[src/rtl/m_axi4l_cmd_master_pkg.sv]
// rtl/m_axi4l_cmd_master_pkg.sv - shared FSM encoding, AXI response codes and constant sideband values
package m_axi4l_cmd_master_pkg;

    // FSM state encoding
    localparam logic [2:0] ST_IDLE    = 3'd0;
    localparam logic [2:0] ST_WR_REQ  = 3'd1;
    localparam logic [2:0] ST_WR_RESP = 3'd2;
    localparam logic [2:0] ST_RD_REQ  = 3'd3;
    localparam logic [2:0] ST_RD_RESP = 3'd4;
    localparam logic [2:0] ST_RSP     = 3'd5;

    // AXI response codes
    localparam logic [1:0] RESP_OKAY   = 2'b00;
    localparam logic [1:0] RESP_EXOKAY = 2'b01;
    localparam logic [1:0] RESP_SLVERR = 2'b10;
    localparam logic [1:0] RESP_DECERR = 2'b11;

    // Fixed sideband values driven on every request
    localparam logic [2:0] AXI_PROT  = 3'b000;
    localparam logic [3:0] AXI_CACHE = 4'b0000;

endpackage

[src/rtl/m_axi4l_cmd_master.sv]
// rtl/m_axi4l_cmd_master.sv - single-outstanding command/response to AXI4-Lite master
//
// Purpose: accepts one write/read command at a time, runs the matching AXI4-Lite
// transaction and returns a single response (echoed type, read data, BRESP/RRESP).
// Optional feature macro: M_AXI4L_STATS_EN adds o_wr_count / o_rd_count.
//
// Ports:
//   i_axi_clock, i_axi_aresetn      clock, async active-low reset
//   i_cmd_* / o_cmd_ready           command handshake and payload
//   o_rsp_* / i_rsp_ready           response handshake and payload
//   o_axi_aw* / o_axi_w* / *b*      AXI write address, data, response channels
//   o_axi_ar* / *r*                 AXI read address and data channels
//   o_wr_count, o_rd_count          completed-transaction counters (macro only)
module m_axi4l_cmd_master
    import m_axi4l_cmd_master_pkg::*;
#(
    parameter int ADDR_WIDTH = 4,
    parameter int DATA_WIDTH = 32
) (
    input  logic                      i_axi_clock,
    input  logic                      i_axi_aresetn,
`ifdef M_AXI4L_STATS_EN
    output logic [15:0]               o_wr_count,
    output logic [15:0]               o_rd_count,
`endif
    input  logic                      i_cmd_valid,
    output logic                      o_cmd_ready,
    input  logic                      i_cmd_write,
    input  logic [ADDR_WIDTH-1:0]     i_cmd_addr,
    input  logic [DATA_WIDTH-1:0]     i_cmd_wdata,
    input  logic [DATA_WIDTH/8-1:0]   i_cmd_wstrb,
    output logic                      o_rsp_valid,
    input  logic                      i_rsp_ready,
    output logic                      o_rsp_write,
    output logic [DATA_WIDTH-1:0]     o_rsp_rdata,
    output logic [1:0]                o_rsp_resp,
    output logic [ADDR_WIDTH-1:0]     o_axi_awaddr,
    output logic [2:0]                o_axi_awprot,
    output logic                      o_axi_awaddr_valid,
    input  logic                      i_axi_awaddr_ready,
    output logic [DATA_WIDTH-1:0]     o_axi_wdata,
    output logic [DATA_WIDTH/8-1:0]   o_axi_wstrb,
    output logic                      o_axi_wdata_valid,
    input  logic                      i_axi_wdata_ready,
    input  logic [1:0]                i_axi_bresp,
    input  logic                      i_axi_bvalid,
    output logic                      o_axi_bready,
    output logic [ADDR_WIDTH-1:0]     o_axi_araddr,
    output logic [3:0]                o_axi_arcache,
    output logic [2:0]                o_axi_arprot,
    output logic                      o_axi_araddr_valid,
    input  logic                      i_axi_araddr_ready,
    input  logic [DATA_WIDTH-1:0]     i_axi_rdata,
    input  logic [1:0]                i_axi_rresp,
    input  logic                      i_axi_rdata_valid,
    output logic                      o_axi_rdata_ready
);

    logic [2:0]              state_q,     state_d;
    logic [ADDR_WIDTH-1:0]   awaddr_q,    awaddr_d;
    logic                    awvalid_q,   awvalid_d;
    logic [DATA_WIDTH-1:0]   wdata_q,     wdata_d;
    logic [DATA_WIDTH/8-1:0] wstrb_q,     wstrb_d;
    logic                    wvalid_q,    wvalid_d;
    logic                    bready_q,    bready_d;
    logic [ADDR_WIDTH-1:0]   araddr_q,    araddr_d;
    logic                    arvalid_q,   arvalid_d;
    logic                    rready_q,    rready_d;
    logic                    rsp_valid_q, rsp_valid_d;
    logic                    rsp_write_q, rsp_write_d;
    logic [DATA_WIDTH-1:0]   rsp_rdata_q, rsp_rdata_d;
    logic [1:0]              rsp_resp_q,  rsp_resp_d;

    // A write-request channel counts as done once its valid has already dropped
    // or its handshake happens this cycle; AW and W finish independently.
    logic aw_done, w_done, rsp_hs;
    assign aw_done = !awvalid_q || i_axi_awaddr_ready;
    assign w_done  = !wvalid_q  || i_axi_wdata_ready;
    assign rsp_hs  = rsp_valid_q && i_rsp_ready;

    // State register and registered outputs
    always_ff @(posedge i_axi_clock or negedge i_axi_aresetn) begin
        if (!i_axi_aresetn) begin
            state_q     <= ST_IDLE;
            awaddr_q    <= '0;
            awvalid_q   <= 1'b0;
            wdata_q     <= '0;
            wstrb_q     <= '0;
            wvalid_q    <= 1'b0;
            bready_q    <= 1'b0;
            araddr_q    <= '0;
            arvalid_q   <= 1'b0;
            rready_q    <= 1'b0;
            rsp_valid_q <= 1'b0;
            rsp_write_q <= 1'b0;
            rsp_rdata_q <= '0;
            rsp_resp_q  <= RESP_OKAY;
        end else begin
            state_q     <= state_d;
            awaddr_q    <= awaddr_d;
            awvalid_q   <= awvalid_d;
            wdata_q     <= wdata_d;
            wstrb_q     <= wstrb_d;
            wvalid_q    <= wvalid_d;
            bready_q    <= bready_d;
            araddr_q    <= araddr_d;
            arvalid_q   <= arvalid_d;
            rready_q    <= rready_d;
            rsp_valid_q <= rsp_valid_d;
            rsp_write_q <= rsp_write_d;
            rsp_rdata_q <= rsp_rdata_d;
            rsp_resp_q  <= rsp_resp_d;
        end
    end

    // Next state
    always_comb begin
        state_d = state_q;
        case (state_q)
            ST_IDLE:    if (i_cmd_valid) state_d = i_cmd_write ? ST_WR_REQ : ST_RD_REQ;
            ST_WR_REQ:  if (aw_done && w_done) state_d = ST_WR_RESP;
            ST_WR_RESP: if (i_axi_bvalid) state_d = ST_RSP;
            ST_RD_REQ:  if (i_axi_araddr_ready) state_d = ST_RD_RESP;
            ST_RD_RESP: if (i_axi_rdata_valid) state_d = ST_RSP;
            ST_RSP:     if (i_rsp_ready) state_d = ST_IDLE;
            default:    state_d = ST_IDLE;
        endcase
    end

    // Next values of the registered outputs
    always_comb begin
        awaddr_d    = awaddr_q;
        awvalid_d   = awvalid_q;
        wdata_d     = wdata_q;
        wstrb_d     = wstrb_q;
        wvalid_d    = wvalid_q;
        bready_d    = bready_q;
        araddr_d    = araddr_q;
        arvalid_d   = arvalid_q;
        rready_d    = rready_q;
        rsp_valid_d = rsp_valid_q;
        rsp_write_d = rsp_write_q;
        rsp_rdata_d = rsp_rdata_q;
        rsp_resp_d  = rsp_resp_q;
        case (state_q)
            ST_IDLE: begin
                if (i_cmd_valid) begin
                    if (i_cmd_write) begin
                        awaddr_d  = i_cmd_addr;
                        wdata_d   = i_cmd_wdata;
                        wstrb_d   = i_cmd_wstrb;
                        awvalid_d = 1'b1;
                        wvalid_d  = 1'b1;
                    end else begin
                        araddr_d  = i_cmd_addr;
                        arvalid_d = 1'b1;
                    end
                end
            end
            ST_WR_REQ: begin
                if (awvalid_q && i_axi_awaddr_ready) awvalid_d = 1'b0;
                if (wvalid_q && i_axi_wdata_ready)   wvalid_d  = 1'b0;
                if (aw_done && w_done)               bready_d  = 1'b1;
            end
            ST_WR_RESP: begin
                if (i_axi_bvalid) begin
                    bready_d    = 1'b0;
                    rsp_valid_d = 1'b1;
                    rsp_write_d = 1'b1;
                    rsp_rdata_d = '0;
                    rsp_resp_d  = i_axi_bresp;
                end
            end
            ST_RD_REQ: begin
                if (i_axi_araddr_ready) begin
                    arvalid_d = 1'b0;
                    rready_d  = 1'b1;
                end
            end
            ST_RD_RESP: begin
                if (i_axi_rdata_valid) begin
                    rready_d    = 1'b0;
                    rsp_valid_d = 1'b1;
                    rsp_write_d = 1'b0;
                    rsp_rdata_d = i_axi_rdata;
                    rsp_resp_d  = i_axi_rresp;
                end
            end
            ST_RSP: begin
                if (i_rsp_ready) rsp_valid_d = 1'b0;
            end
            default: ;
        endcase
    end

`ifdef M_AXI4L_STATS_EN
    logic [15:0] wr_count_q, wr_count_d;
    logic [15:0] rd_count_q, rd_count_d;

    // Counters wrap naturally at 16 bits
    always_comb begin
        wr_count_d = wr_count_q;
        rd_count_d = rd_count_q;
        if (rsp_hs &&  rsp_write_q) wr_count_d = wr_count_q + 16'd1;
        if (rsp_hs && !rsp_write_q) rd_count_d = rd_count_q + 16'd1;
    end

    always_ff @(posedge i_axi_clock or negedge i_axi_aresetn) begin
        if (!i_axi_aresetn) begin
            wr_count_q <= 16'd0;
            rd_count_q <= 16'd0;
        end else begin
            wr_count_q <= wr_count_d;
            rd_count_q <= rd_count_d;
        end
    end

    assign o_wr_count = wr_count_q;
    assign o_rd_count = rd_count_q;
`else
    logic unused_rsp_hs;
    assign unused_rsp_hs = rsp_hs;
`endif

    assign o_cmd_ready        = (state_q == ST_IDLE);
    assign o_rsp_valid        = rsp_valid_q;
    assign o_rsp_write        = rsp_write_q;
    assign o_rsp_rdata        = rsp_rdata_q;
    assign o_rsp_resp         = rsp_resp_q;
    assign o_axi_awaddr       = awaddr_q;
    assign o_axi_awprot       = AXI_PROT;
    assign o_axi_awaddr_valid = awvalid_q;
    assign o_axi_wdata        = wdata_q;
    assign o_axi_wstrb        = wstrb_q;
    assign o_axi_wdata_valid  = wvalid_q;
    assign o_axi_bready       = bready_q;
    assign o_axi_araddr       = araddr_q;
    assign o_axi_arcache      = AXI_CACHE;
    assign o_axi_arprot       = AXI_PROT;
    assign o_axi_araddr_valid = arvalid_q;
    assign o_axi_rdata_ready  = rready_q;

endmodule
[config.mk]
export PLATFORM = sky130hd
export DESIGN_NAME = m_axi4l_cmd_master
export DESIGN_NICKNAME = d
export VERILOG_FILES = /design/src/rtl/m_axi4l_cmd_master_pkg.sv /design/src/rtl/m_axi4l_cmd_master.sv
export SDC_FILE = /design/constraint.sdc
export NUM_CORES = 1
export LEC_CHECK = 0
export CAP_MARGIN = 5
export CORE_MARGIN = 5
export CORE_UTILIZATION = 41
export CTS_CLUSTER_DIAMETER = 40
export DETAILED_ROUTE_END_ITERATION = 12
export GPL_ROUTABILITY_DRIVEN = 1
export PLACE_DENSITY = 0.81
export SKIP_LAST_GASP = 1
export SYNTH_ARGS = -nofsm -noshare
export SYNTH_HDL_FRONTEND = slang
export SYNTH_SLANG_ARGS = --single-unit
[constraint.sdc]
create_clock -name i_axi_clock -period 2.3 [get_ports i_axi_clock]
set_clock_uncertainty 0.1 [all_clocks]
set_input_delay 0.575 -clock i_axi_clock [delete_from_list [all_inputs] [get_ports i_axi_clock]]
set_output_delay 0.575 -clock i_axi_clock [all_outputs]
set_load 0.01 [all_outputs]
==> metrics.md, run 1 <==
| Metric | Value |
|---|---|
| Critical path class | reg2out |
| Share of cells above drive strength 1 | a little under a fifth |
| Core box area | slightly above 9000 sq um |
| Switching portion of total power | 30.7% |
| Area of the multi-input gates | approximately 1300 sq um |
| Minimum clock period | roughly 2 ns |
| Total number of yosys warnings | 0 |
| FP Rows | 35 |
| Fillers | roughly 700 |
| Crit path DAT | roughly 1.3 ns |
| Worst-path clk slew | about 0.09 ns |
| Reg2reg setup slack | around 0.55 ns |
| Worst reg2reg path endpoint | state_q[0] |
| WL final | approximately 9.6 mm |
| Vias per std cell | roughly 4.9 |
| Vias in the first global route | just under 3000 |
| Synthesized flop and latch total | 88 |
| Fin crit share | 86.0% |
| IO Port Bufs | roughly 170 |
| Largest cells by area after synthesis | dfrtp_1 (59%), mux2_4 (15%), a22o_1 (7.5%) |
| # nets final | 519 |
| First-pass iteration count of the detailed router | 4 |
| CTS hold repair buffers | 0 |
| Unrepaired setup endpoints after global routing | false |
| Ys flop type | dfrtp_1 |
| Sequential share of the synthesized area | between 50% and 60% |
| Crit-path cells | clkdlybuf4s50_1 |
| Crit path max fanout | 3 |
| Die area | around 11000 sq um |
| Net switching power | about 2200 uW |
| CTS Buffer Depth | 2 |
| CTS tree | done |
| Layout area overhead | 53.7% |
| Violation count after the first detailed-routing iteration | 105 |
| Via count | approximately 2700 |
| Routed Antenna Nets | 0 |
| CP bufs+invs | 1 |
| Combinational power share | between 40% and 50% |
| Largest net degree at the start of global routing | 38 |
| Final hold violation count | 0 |
| Post-Syn Area | roughly 3800 sq um |
| Setup TNS | 0 ns |
| Post-synthesis average cell area | approximately 15 sq um |
| Die Ht | 106 um |
| Clk Latency, worst-skew pair | 0.34 ns |
| Number of CTS-inserted buffers | 9 |
| Seq pwr share | between 30% and 40% |
| Sink Count | 88 |
| Final setup violating endpoints | 0 |
| Number of top-level pins | 182 |
| Lkg Pwr | 0.00255 uW |
| Tot GR Track Use | between 10% and 20% |
| Root Driver | clkbuf_8 |
| Die Wd | around 110 um |
| CP max stage cell | clkdlybuf4s50_1 |
| Worst vdd ir | about 0.51 mV |
| Post-synth EDFFs | 0 |
| Min-Delay Path Class | in2async |
| Inserted Diodes | 0 |
| Setup crit end kind | output port |
| Pwr dens | between 1000 and 1500 nW/um^2 |
| Yosys top cell by area | dfrtp_1 |
| Path depth of the worst reg2reg path | 5 |
| Dpl hpwl | 7.19 mm |
| H-Tree Depth | 3 |
| Slew Viols, Final | 0 |
| Int Power | approximately 5000 uW |
| Starting Density | between 40% and 50% |
| Crit-path max cell delay | approximately 0.56 ns |
| Drt drc | 0 |
| Startpoint Class | register |
| Async set or reset register ratio after synthesis | 100% |
| Fmax | approximately 500 MHz |
| Finished Cell Area | slightly below 6000 sq um |
| Initial antenna violation count | 0 |
| Yosys top cell area share | 58.6% |
| First-pass GRT wire length | about 16 mm |
| Worst R2R Start | state_q[0] |
| Max cap viols | 0 |
| Run status | completed |
| Yosys cell types | 33 |
| GPL Wtd Cong | between 0.8 and 0.9 |
| Req. time, crit path | roughly 1.6 ns |
| FF+latch area | between 2000 and 2500 sq um |
| Routed WL per cell | 17.5 um |
| WHS | 0.0830 ns |
| Delay-heaviest family, CP | buffers and inverters |
| Mapped Cells | 254 |
| Dpl cell area | 5560 sq um |
| Grt ovf | 0 |
| Clk pwr share | 15.9% |
per-layer routing:
layer	track usage (%)	wire length, um	vias to the layer above
met4	3.89	71	0
met3	4.65	590	7
met1	22.3	4030	1311
met2	29.9	4860	106
met5	0	0	-
li1	-	-	1247
state kept, by name, indices dropped and copies added (netlist names):
name	flops
o_axi_araddr_valid	1
o_axi_awaddr_valid	1
o_axi_bready	1
o_rsp_resp	2
o_axi_wstrb	4
o_rsp_valid	1
o_axi_araddr	4
o_axi_wdata	32
o_axi_wdata_valid	1
o_axi_rdata_ready	1
o_rsp_write	1
o_rsp_rdata	32
state_q	3
o_axi_awaddr	4
cell usage after synthesis (4+ instances only):
master and n:
a21oi_1 5, a22o_1 32, buf_12 5, buf_2 9, buf_4 11, dfrtp_1 88
inv_1 4, mux2_2 8, mux2_4 38, nand2_1 10, o21ai_0 9
final cells by class:
type | count | share of cell area [%]
repair buffers | 186 | 32.5
clock inverters | 5 | 1.41
inverters | 4 | 0.260
multi-input cells | 144 | 23.1
flip-flops and latches | 88 | 38.2
clock buffers | 9 | 2.15
well taps | 111 | 2.41
power by group through the flow:
stage	logic (uW)	registers, uW	clock network [uW]
2_1_floorplan	1400	2900	0
3_3_place_gp	3360	2620	0
3_5_place_dp	3460	2640	0
4_1_cts	3480	2620	1180
5_1_grt	3670	2710	1230
6_report	3440	2610	1140
cell families (layout without fill, tap and decap cells):
family	count (synthesis)	in the layout	share of synthesized area [%]
multiplexers	49	49	18.4
AO/OA/AOI/OAI	56	56	11.4
buffers and inverters	31	204	6.86
flip-flops	88	88	58.6
other	1	10	0.0999
AND/OR/NAND/NOR	29	29	4.60
worst max-delay path by stage:
stage | from | to | slack (ns) | depth (start not counted)
floorplan | state_q[1] | o_axi_awaddr[0] | 0.58 | 6
global placement | i_cmd_write | o_axi_wdata[8] | 0.15 | 4
detailed placement | i_cmd_write | o_axi_wdata[24] | 0.10 | 4
CTS | state_q[1] | o_cmd_ready | 0.01 | 2
global route | o_axi_wdata_valid | o_axi_wdata_valid | 0.24 | 1
finish | o_axi_wdata_valid | o_axi_wdata_valid | 0.32 | 1
through the flow:
stage                     power (uW)  util, %  std cells  setup WS (ns)
final                           7190     63.7        547          0.321
after global routing            7610     63.7        547          0.242
after CTS                       7280     63.6        547         0.0146
after detailed placement        6100     61.4        533          0.103
after global placement          5980     61.4        533          0.151
after floorplan                 4300        -        263          0.582
cells in the final DEF, fill, tap and decap left out, types with 5 or more instances in the layout:
cell / n
a21oi_1: 5
o21ai_0: 9
conb_1: 10
nand2_1: 10
buf_4: 12
clkbuf_8: 9
mux2_2: 8
mux2_4: 38
clkdlybuf4s50_1: 169
a22o_1: 32
dfrtp_1: 88
timing repair:
action | 4_1_cts | 5_1_grt
endpoints found under the setup margin | 0 | 1
setup buffers | 0 | 0
gates resized for setup | 0 | 1
(Power assumes the default switching activity.)
==> run 2: changes to the inputs <==
--- a/config.mk
+++ b/config.mk
@@ -5,7 +5,6 @@
 export SDC_FILE = /design/constraint.sdc
 export NUM_CORES = 1
 export LEC_CHECK = 0
-export CAP_MARGIN = 5
 export CORE_MARGIN = 5
 export CORE_UTILIZATION = 41
 export CTS_CLUSTER_DIAMETER = 40
==> results of run 2 <==
Final layout, timing and power as in run 1 (identical DEF).
==> run 3: changes to the inputs <==
--- a/config.mk
+++ b/config.mk
@@ -15,3 +15,4 @@
 export SYNTH_ARGS = -nofsm -noshare
 export SYNTH_HDL_FRONTEND = slang
 export SYNTH_SLANG_ARGS = --single-unit
+export TNS_END_PERCENT = 30
==> results of run 3 <==
Final layout, timing and power as in run 1 (identical DEF).
